==> src/rtl/pipeline_hazard_ctrl.sv <==
// ============================================================================
//  Module      : pipeline_hazard_ctrl
//  Description : Central hazard sequencer for a five-stage RISC-V pipeline.
//                Drives the enable/clear pair of every segment register
//                (IF/ID, ID/EX, EX/MEM, MEM/WB), the PC hold and the two
//                EX-stage forwarding selects. Resolves load-use stalls,
//                branch/jump flushes and data-cache miss freezes. A small
//                FSM (RUN / MISS_WAIT / RESUME) owns the miss handshake.
//
//  Optional    : `define HAZARD_PERF_CNT_EN to build the StallCycles and
//                FlushCount performance counters. Without it both outputs
//                are tied to zero and no counter flops exist.
//
//  Parameters  : MISS_TIMEOUT - cycles in MISS_WAIT before MissTimeout sets
//                               (0 disables the timeout logic entirely)
//
//  Ports       : clk, rst_n              clock, async active-low reset
//                Rs1D/Rs2D               source regs of the ID instruction
//                Rs1E/Rs2E               source regs of the EX instruction
//                RdE/RdM/RdW             destination regs in EX/MEM/WB
//                RegReadE[1:0]           bit1 = rs1 used, bit0 = rs2 used
//                RegWriteE/M/W[2:0]      nonzero = stage writes Rd
//                MemToRegE               EX instruction is a load
//                BranchE, JalrE, JalD    control-flow redirects
//                DCacheMiss, DCacheReady data-cache freeze handshake
//                StallF                  PC hold
//                En*/Clr*                segment register controls
//                Forward1E/Forward2E     00 regfile, 10 MEM, 01 WB
//                MissTimeout             sticky miss-timeout flag
//                StallCycles/FlushCount  performance counters
//
//  Revision    : 1.0 - initial release
// ============================================================================
`default_nettype none

module pipeline_hazard_ctrl #(
    parameter int unsigned MISS_TIMEOUT = 256
) (
    input  logic        clk,
    input  logic        rst_n,
    input  logic [4:0]  Rs1D,
    input  logic [4:0]  Rs2D,
    input  logic [4:0]  Rs1E,
    input  logic [4:0]  Rs2E,
    input  logic [4:0]  RdE,
    input  logic [4:0]  RdM,
    input  logic [4:0]  RdW,
    input  logic [1:0]  RegReadE,
    input  logic [2:0]  RegWriteE,
    input  logic [2:0]  RegWriteM,
    input  logic [2:0]  RegWriteW,
    input  logic        MemToRegE,
    input  logic        BranchE,
    input  logic        JalrE,
    input  logic        JalD,
    input  logic        DCacheMiss,
    input  logic        DCacheReady,
    output logic        StallF,
    output logic        EnD,
    output logic        ClrD,
    output logic        EnE,
    output logic        ClrE,
    output logic        EnM,
    output logic        ClrM,
    output logic        EnW,
    output logic        ClrW,
    output logic [1:0]  Forward1E,
    output logic [1:0]  Forward2E,
    output logic        MissTimeout,
    output logic [31:0] StallCycles,
    output logic [31:0] FlushCount
);

    // ------------------------------------------------------------------------
    // Miss-handshake FSM
    // ------------------------------------------------------------------------
    typedef enum logic [1:0] {
        RUN       = 2'd0,
        MISS_WAIT = 2'd1,
        RESUME    = 2'd2
    } state_t;

    state_t state;
    state_t next_state;

    logic freeze;
    logic flush_e;
    logic load_use;
    logic flush_event;

    always_ff @(posedge clk or negedge rst_n) begin
        if (!rst_n) begin
            state <= RUN;
        end else begin
            state <= next_state;
        end
    end

    always_comb begin
        next_state = RUN;
        unique case (state)
            RUN:       next_state = DCacheMiss  ? MISS_WAIT : RUN;
            MISS_WAIT: next_state = DCacheReady ? RESUME    : MISS_WAIT;
            // One extra frozen cycle so the MEM read data settles; a miss
            // request seen here is deliberately ignored.
            RESUME:    next_state = RUN;
            default:   next_state = RUN;
        endcase
    end

    // ------------------------------------------------------------------------
    // Hazard detection
    // ------------------------------------------------------------------------
    // The freeze starts combinationally in the same RUN cycle the miss is
    // raised, and covers the unused encoding until it falls back to RUN.
    assign freeze   = (state == RUN) ? DCacheMiss : 1'b1;
    assign flush_e  = BranchE | JalrE;
    assign load_use = MemToRegE && (RdE != 5'd0) &&
                      ((RdE == Rs1D) || (RdE == Rs2D));

    // A D-stage clear caused by a redirect (not by reset or freeze).
    assign flush_event = !freeze && (flush_e || (!load_use && JalD));

    // ------------------------------------------------------------------------
    // Segment controls. Clr is only ever raised together with its En.
    // ------------------------------------------------------------------------
    always_comb begin
        StallF = 1'b0;
        EnD    = 1'b1;
        ClrD   = 1'b0;
        EnE    = 1'b1;
        ClrE   = 1'b0;
        EnM    = 1'b1;
        ClrM   = 1'b0;
        EnW    = 1'b1;
        ClrW   = 1'b0;

        if (!rst_n) begin
            // Every segment flushes on each edge while reset is held.
            StallF = 1'b1;
            ClrD   = 1'b1;
            ClrE   = 1'b1;
            ClrM   = 1'b1;
            ClrW   = 1'b1;
        end else if (freeze) begin
            StallF = 1'b1;
            EnD    = 1'b0;
            EnE    = 1'b0;
            EnM    = 1'b0;
            EnW    = 1'b0;
        end else if (flush_e) begin
            // Redirect from EX kills both younger instructions, so any
            // load-use or JAL in ID is moot.
            ClrD   = 1'b1;
            ClrE   = 1'b1;
        end else if (load_use) begin
            // Hold PC and IF/ID, inject a bubble into ID/EX.
            StallF = 1'b1;
            EnD    = 1'b0;
            ClrE   = 1'b1;
        end else if (JalD) begin
            ClrD   = 1'b1;
        end
    end

    // ------------------------------------------------------------------------
    // EX-stage forwarding: MEM result wins over WB result; x0 never forwards.
    // ------------------------------------------------------------------------
    function automatic logic [1:0] fwd_sel(
        input logic       used,
        input logic [4:0] rs
    );
        logic [1:0] sel;
        sel = 2'b00;
        if (used && (RegWriteM != 3'd0) && (RdM != 5'd0) && (RdM == rs)) begin
            sel = 2'b10;
        end else if (used && (RegWriteW != 3'd0) && (RdW != 5'd0) && (RdW == rs)) begin
            sel = 2'b01;
        end
        return sel;
    endfunction

    always_comb begin
        Forward1E = 2'b00;
        Forward2E = 2'b00;
        if (rst_n) begin
            Forward1E = fwd_sel(RegReadE[1], Rs1E);
            Forward2E = fwd_sel(RegReadE[0], Rs2E);
        end
    end

    // ------------------------------------------------------------------------
    // Miss timeout
    // ------------------------------------------------------------------------
    logic timeout_flag;

    generate
        if (MISS_TIMEOUT != 0) begin : g_timeout
            localparam int CW = $clog2(MISS_TIMEOUT + 1);

            logic [CW-1:0] wait_cnt;

            // The counter sits at zero outside MISS_WAIT, so it is clear on
            // entry. It saturates at the limit; the flag is sticky and the
            // FSM keeps waiting regardless.
            always_ff @(posedge clk or negedge rst_n) begin
                if (!rst_n) begin
                    wait_cnt     <= '0;
                    timeout_flag <= 1'b0;
                end else begin
                    if (state != MISS_WAIT) begin
                        wait_cnt <= '0;
                    end else if (wait_cnt != CW'(MISS_TIMEOUT)) begin
                        wait_cnt <= wait_cnt + CW'(1);
                    end
                    if ((state == MISS_WAIT) && (wait_cnt == CW'(MISS_TIMEOUT - 1))) begin
                        timeout_flag <= 1'b1;
                    end
                end
            end
        end else begin : g_no_timeout
            assign timeout_flag = 1'b0;
        end
    endgenerate

    assign MissTimeout = timeout_flag;

    // ------------------------------------------------------------------------
    // Performance counters
    // ------------------------------------------------------------------------
`ifdef HAZARD_PERF_CNT_EN
    logic [31:0] stall_cnt;
    logic [31:0] flush_cnt;

    // Both wrap naturally at 2^32. Reset holds them at zero, so the forced
    // StallF during reset is never counted.
    always_ff @(posedge clk or negedge rst_n) begin
        if (!rst_n) begin
            stall_cnt <= 32'd0;
            flush_cnt <= 32'd0;
        end else begin
            if (StallF) begin
                stall_cnt <= stall_cnt + 32'd1;
            end
            if (flush_event) begin
                flush_cnt <= flush_cnt + 32'd1;
            end
        end
    end

    assign StallCycles = stall_cnt;
    assign FlushCount  = flush_cnt;
`else
    assign StallCycles = 32'd0;
    assign FlushCount  = 32'd0;
`endif

    // RegWriteE is part of the EX control bundle but load-use detection
    // keys off MemToRegE alone; flush_event only feeds the counters.
    logic unused_sink;
    assign unused_sink = ^{RegWriteE, flush_event};

endmodule

`default_nettype wire

==> config.mk <==
export PLATFORM = sky130hd
export DESIGN_NAME = pipeline_hazard_ctrl
export DESIGN_NICKNAME = d
export VERILOG_FILES = /design/src/rtl/pipeline_hazard_ctrl.sv
export SDC_FILE = /design/constraint.sdc
export NUM_CORES = 1
export LEC_CHECK = 0
export CAP_MARGIN = 20
export CORE_MARGIN = 3
export CORE_UTILIZATION = 35
export DETAILED_ROUTE_END_ITERATION = 8
export GPL_TIMING_DRIVEN = 0
export PLACE_DENSITY_LB_ADDON = 0.08
export SLEW_MARGIN = 20
export SYNTH_ARGS = -nofsm -noshare
export SYNTH_HDL_FRONTEND = slang
export SYNTH_SLANG_ARGS = --single-unit
==> constraint.sdc <==
create_clock -name clk -period 4.1 [get_ports clk]
set_clock_uncertainty 0.2 [all_clocks]
set_input_delay 1.025 -clock clk [delete_from_list [all_inputs] [get_ports clk]]
set_output_delay 1.025 -clock clk [all_outputs]
set_load 0.01 [all_outputs]
# Word level (Yosys, flattened, before mapping)
# Cells that the tools add are included.
# word_totals
register_bits	12
input_bits	54
output_inout_bits	78
word_cells	69
# op_classes
addsub	1
eq_ne	10
n_mux	31
n_bitwise	1
reduce_logical	23
# ops
op	count
== test 5 bit	6
two-way mux 1 bit	23
two-way mux 9 bit	2
logical AND 1 bit	15
nonzero test 5 bit	3
two-way mux 2 bit	5
adder 9 x 1 -> 9 bit (second input constant)	1
== test 9 x 8 -> 1 bit (second input constant)	1
inequality test 9 bit (second input constant)	1
nonzero test 3 bit	2
case mux 2 bit (2 select lines)	1
== test 2 x 1 -> 1 bit (second input constant)	1
zero test 2 bit	1
inequality test 2 x 1 -> 1 bit (second input constant)	1
nonzero test 2 bit	1
logical OR 1 bit	1
OR 1 bit	1

# Longest topological paths before layout
# depth
ltp_word	7
ltp_mapped	7
mapped_depth_nobuf	7

# Worst setup path before layout
# OpenSTA, ideal clock, no wires.
# synth_path
kind	input to output
startpoint	in RdE[1]
endpoint	out ClrD
arrival_time_ns	2.139
required_ns	2.875
slack_ns	0.736
stages	4
path_buffers	0
cell_sequence	or4_1 -> o21a_1 -> and3_1 -> a21oi_1
# synth_between
elab_chain_len	7
elab_cells_between_ends	10
# synth_rtl
item	line	source
start, declared	45	input logic [4:0] RdE,
== test 5 bit / nonzero test 5 bit (equally long branches)	119, 118	
logical OR 1 bit / logical AND 1 bit (equally long branches)	119, 118	
logical AND 1 bit (*)	118	assign load_use = MemToRegE && (RdE != 5'd0) &&
two-way mux 1 bit (*)	156	end else if (load_use) begin
two-way mux 1 bit (*)	151	end else if (flush_e) begin
two-way mux 1 bit (*)	145	end else if (freeze) begin
two-way mux 1 bit (*)	138	if (!rst_n) begin
end, declared	60	output logic ClrD,
# Every way passes the cells marked *; elsewhere a longest branch is shown, timed or not.

# Worst setup path after layout
# layout_path
startpoint	in RdE[4]
endpoint	out StallF
# layout_between
elab_chain_len	7
elab_cells_between_ends	10
# layout_rtl
item	line	source
== test 5 bit / nonzero test 5 bit (equally long branches)	119, 118	
logical OR 1 bit / logical AND 1 bit (equally long branches)	119, 118	
logical AND 1 bit (*)	118	
two-way mux 1 bit (*)	156	
two-way mux 1 bit (*)	151	
two-way mux 1 bit (*)	145	
two-way mux 1 bit (*)	138	
end, declared	58	output logic StallF,
# Marked as above.

==> flow_metrics.tcl <==
set metrics [dict create \
    timing.critical_path.arrival_ps 2770 \
    fin_setup_tns_ps 0 \
    asyncSetResetFlopFracSynth_pct 100.0 \
    final_min_period_over_clock_period_pct 97.32 \
    criticalPathCategory "in -> out" \
    synth.avg_cell_area_sq_um 8.165 \
    final.min_clock_period_ps 3990 \
    grt_start_max_net_pins 18 \
    worst-endpoint-required_ps 2870 \
    synth_area_leader_cell "sky130_fd_sc_hd__buf_4" \
    crit_path_cell_trace "clkdlybuf4s50_1 > or4_1 > o21a_1 > a311o_1 > dlygate4sd2_1" \
    maximum_clock_frequency_ghz 0.2506 \
    report.power.total_mw 0.4860 \
    finalHoldViolations 0 \
    max-vdd-ir-drop_v 0.0001107 \
    finalMaxSlewViolations 0 \
    final_layout_size_suffix_gt1_share_pct 24.15 \
    remaining_drc_errors 0 \
    synth.top_cells.by_count "sky130_fd_sc_hd__buf_4, sky130_fd_sc_hd__xnor2_1, sky130_fd_sc_hd__dfrtp_1, sky130_fd_sc_hd__nor2_1, sky130_fd_sc_hd__xor2_1" \
    post_layout_nonfiller_instances 373 \
    via_count 1466 \
    max-clock-path-buffers 2 \
    clk_latency_ps 240 \
    clockRootBuffer "sky130_fd_sc_hd__clkbuf_8" \
    placeableCoreArea_sq_mm 0.004173 \
    routed_via_density 3.930 \
    maxCapViolations 0 \
    route.detailed.wl_per_inst_um 9.855 \
    synth_warnings 0 \
    grtUsageTotal_pct 13.78 \
    swShare_pct 30.26 \
    internal_power_component_mw 0.3389 \
    top_flip_flop_cell_by_instance_count_after_synthesis "sky130_fd_sc_hd__dfrtp_1" \
    synth_top_area_share_pct 32.08 \
    die_h_um 72.93 \
    worst_hold_path_type "reg -> reg" \
    yosys_register_bits 12 \
    cellPowerDensity_mw_per_mm2 189.3 \
    design.final.nets 381 \
    path_max_fanout 3 \
    tritoncts_num_sinks 12 \
    io_buffer_count 64 \
    yosys.cell_count.top_type "sky130_fd_sc_hd__buf_4" \
    power.combinational.fraction_pct 46.2 \
    htree_levels 1 \
    initial_utilization_pct 37.57 \
    rsz0062_at_grt "no" \
    leakage_power_summed_over_all_cells_nw 1.310 \
    setup_viol_count_final 0 \
    cts_buffers 3 \
    tritoncts_clock_tree "done" \
    finalWeightedCongestion 0.7983 \
    area_growth_syn_to_layout_pct 63.77 \
    post_synth_main_area_contributors "sky130_fd_sc_hd__buf_4, sky130_fd_sc_hd__dfrtp_1, sky130_fd_sc_hd__xnor2_1, sky130_fd_sc_hd__xor2_1, sky130_fd_sc_hd__nor2_1" \
    cts_hold_buffers 0 \
    num_rows 23 \
    cells_after_synth 192 \
    standard_cell_with_the_maximum_stage_delay_on_the_critical_path "sky130_fd_sc_hd__clkdlybuf4s50_1" \
    finish.utilization_pct 61.53 \
    die-area_sq_mm 0.005318 \
    antenna_cells 0 \
    outcome "finished, final reports clean" \
    synth-seq-area-share_pct 19.15 \
    critical_path.max_stage_delay_ps 470 \
    first_global_vias 1281 \
    ant_nets 0 \
    worstSetupStartpointType "input pin" \
    die-width_um 72.93 \
    unique_cell_type_count_in_the_yosys_netlist 33 \
    io_pins 132 \
    seqPwrFrac_pct 27.5 \
    detail_route.first_pass.iterations 5 \
    netlist_area_sq_mm 0.001568 \
    switching_power_mw 0.1470 \
    grt_first_pass_wirelength_um 5885 \
    path_clk_slew_ps 50 \
    detail_route.wirelength_um 3676 \
    post-place-cells 369 \
    setup.reg_to_reg.worst_slack_ps 2390 \
    synth_enable_flop_cells 0 \
    critical_path.endpoint_type "primary output" \
    clkPwrFrac_pct 26.4 \
    drt_iter0_drc 47 \
    grt_antenna_before_repair 0 \
    hpwl_um 3335 \
    overflow 0 \
]
routing by layer:
layer  track usage [%]  up-vias  routed length [um]
met5                 0        -                   0
met4            0.6148        0                   0
met3             4.821        0                 507
met2             26.25       86                1880
met1             15.33      610                1288
li1                  -      770                   -
flip-flops by register name, indices dropped and copies added (netlist names):
register,flops
MissTimeout,1
g_timeout.wait_cnt,9
state,2
cells in the final DEF, fill, tap and decap left out, types with 3 or more instances in the layout:
master	instances
sky130_fd_sc_hd__buf_4	67
sky130_fd_sc_hd__conb_1	64
sky130_fd_sc_hd__clkdlybuf4s50_1	52
sky130_fd_sc_hd__xnor2_1	25
sky130_fd_sc_hd__dfrtp_1	12
sky130_fd_sc_hd__nor2_1	12
sky130_fd_sc_hd__xor2_1	11
sky130_fd_sc_hd__nand2_1	8
sky130_fd_sc_hd__inv_1	6
sky130_fd_sc_hd__nor3_1	6
sky130_fd_sc_hd__nand3_1	6
sky130_fd_sc_hd__nor4_1	5
sky130_fd_sc_hd__nand4_1	4
sky130_fd_sc_hd__clkbuf_8	4
sky130_fd_sc_hd__dlygate4sd2_1	4
sky130_fd_sc_hd__a21oi_1	3
sky130_fd_sc_hd__ha_1	3
sky130_fd_sc_hd__dlymetal6s2s_1	3
sky130_fd_sc_hd__clkbuf_2	3
area by class of cell:
| class | instances | area, sq um |
|---|---|---|
| flip-flops and latches | 12 | 300.3 |
| inverters | 6 | 22.52 |
| well taps | 50 | 62.56 |
| plain buffers | 68 | 506.7 |
| clock buffers | 4 | 55.05 |
| fillers | 394 | 1605 |
| multi-input cells | 169 | 989.7 |
| repair buffers | 64 | 630.6 |
logic make-up after synthesis:
kind of cell	share of synthesized area, %
muxes	1.277
AOI/OAI and AO/OA	6.465
xor gates and xnor gates	20.11
and+or+nand+nor	16.60
DFF	19.15
other	0.2392
adders and majority gates	2.395
buffers and inverters	33.76
critical path, delay by kind of cell:
| family | cells | cell delay [ps] |
|---|---|---|
| AO/OA/AOI/OAI | 2 | 550 |
| buffers and inverters | 2 | 760 |
| AND/OR/NAND/NOR | 1 | 420 |
stage by stage:
| step | setup slack (ps) | hold slack, ps | area (sq um) |
|---|---|---|---|
| after floorplan | 736.4 | 234.1 | 1804 |
| after global placement | -366.3 | 247.0 | 2507 |
| after detailed placement | -406.1 | 259.4 | 2507 |
| after CTS | 2.917 | 266.9 | 2567 |
| after global routing | 26.82 | 313.7 | 2567 |
| final | 110.0 | 269.1 | 2567 |
power groups by stage:
stage	combinational (mW)	clock [mW]	sequential [mW]
5_1_grt	0.247	0.137	0.135
3_3_place_gp	0.224	0	0.135
4_1_cts	0.224	0.131	0.134
3_5_place_dp	0.225	0	0.136
2_1_floorplan	0.138	0	0.134
6_report	0.224	0.128	0.134
path summary, 6_finish.rpt:
kind,start,to,cells after the start
max,RdE[4],StallF,5
min,state[1]$_DFF_PN0_,state[0]$_DFF_PN0_,1
max reg2reg,g_timeout.wait_cnt[0]$_DFFE_PN0P_,g_timeout.wait_cnt[8]$_DFFE_PN0P_,6
min reg2reg,state[1]$_DFF_PN0_,state[0]$_DFF_PN0_,1
max in group asynchronous,rst_n,g_timeout.wait_cnt[3]$_DFFE_PN0P_,1
min in group asynchronous,rst_n,MissTimeout$_DFFE_PN0P_,1
repair_timing:
action                                  in CTS  in global routing
gates resized for setup                     14                 11
setup buffers                                0                  0
endpoints found under the setup margin      11                  6
Power figures use the tool's default switching activity.
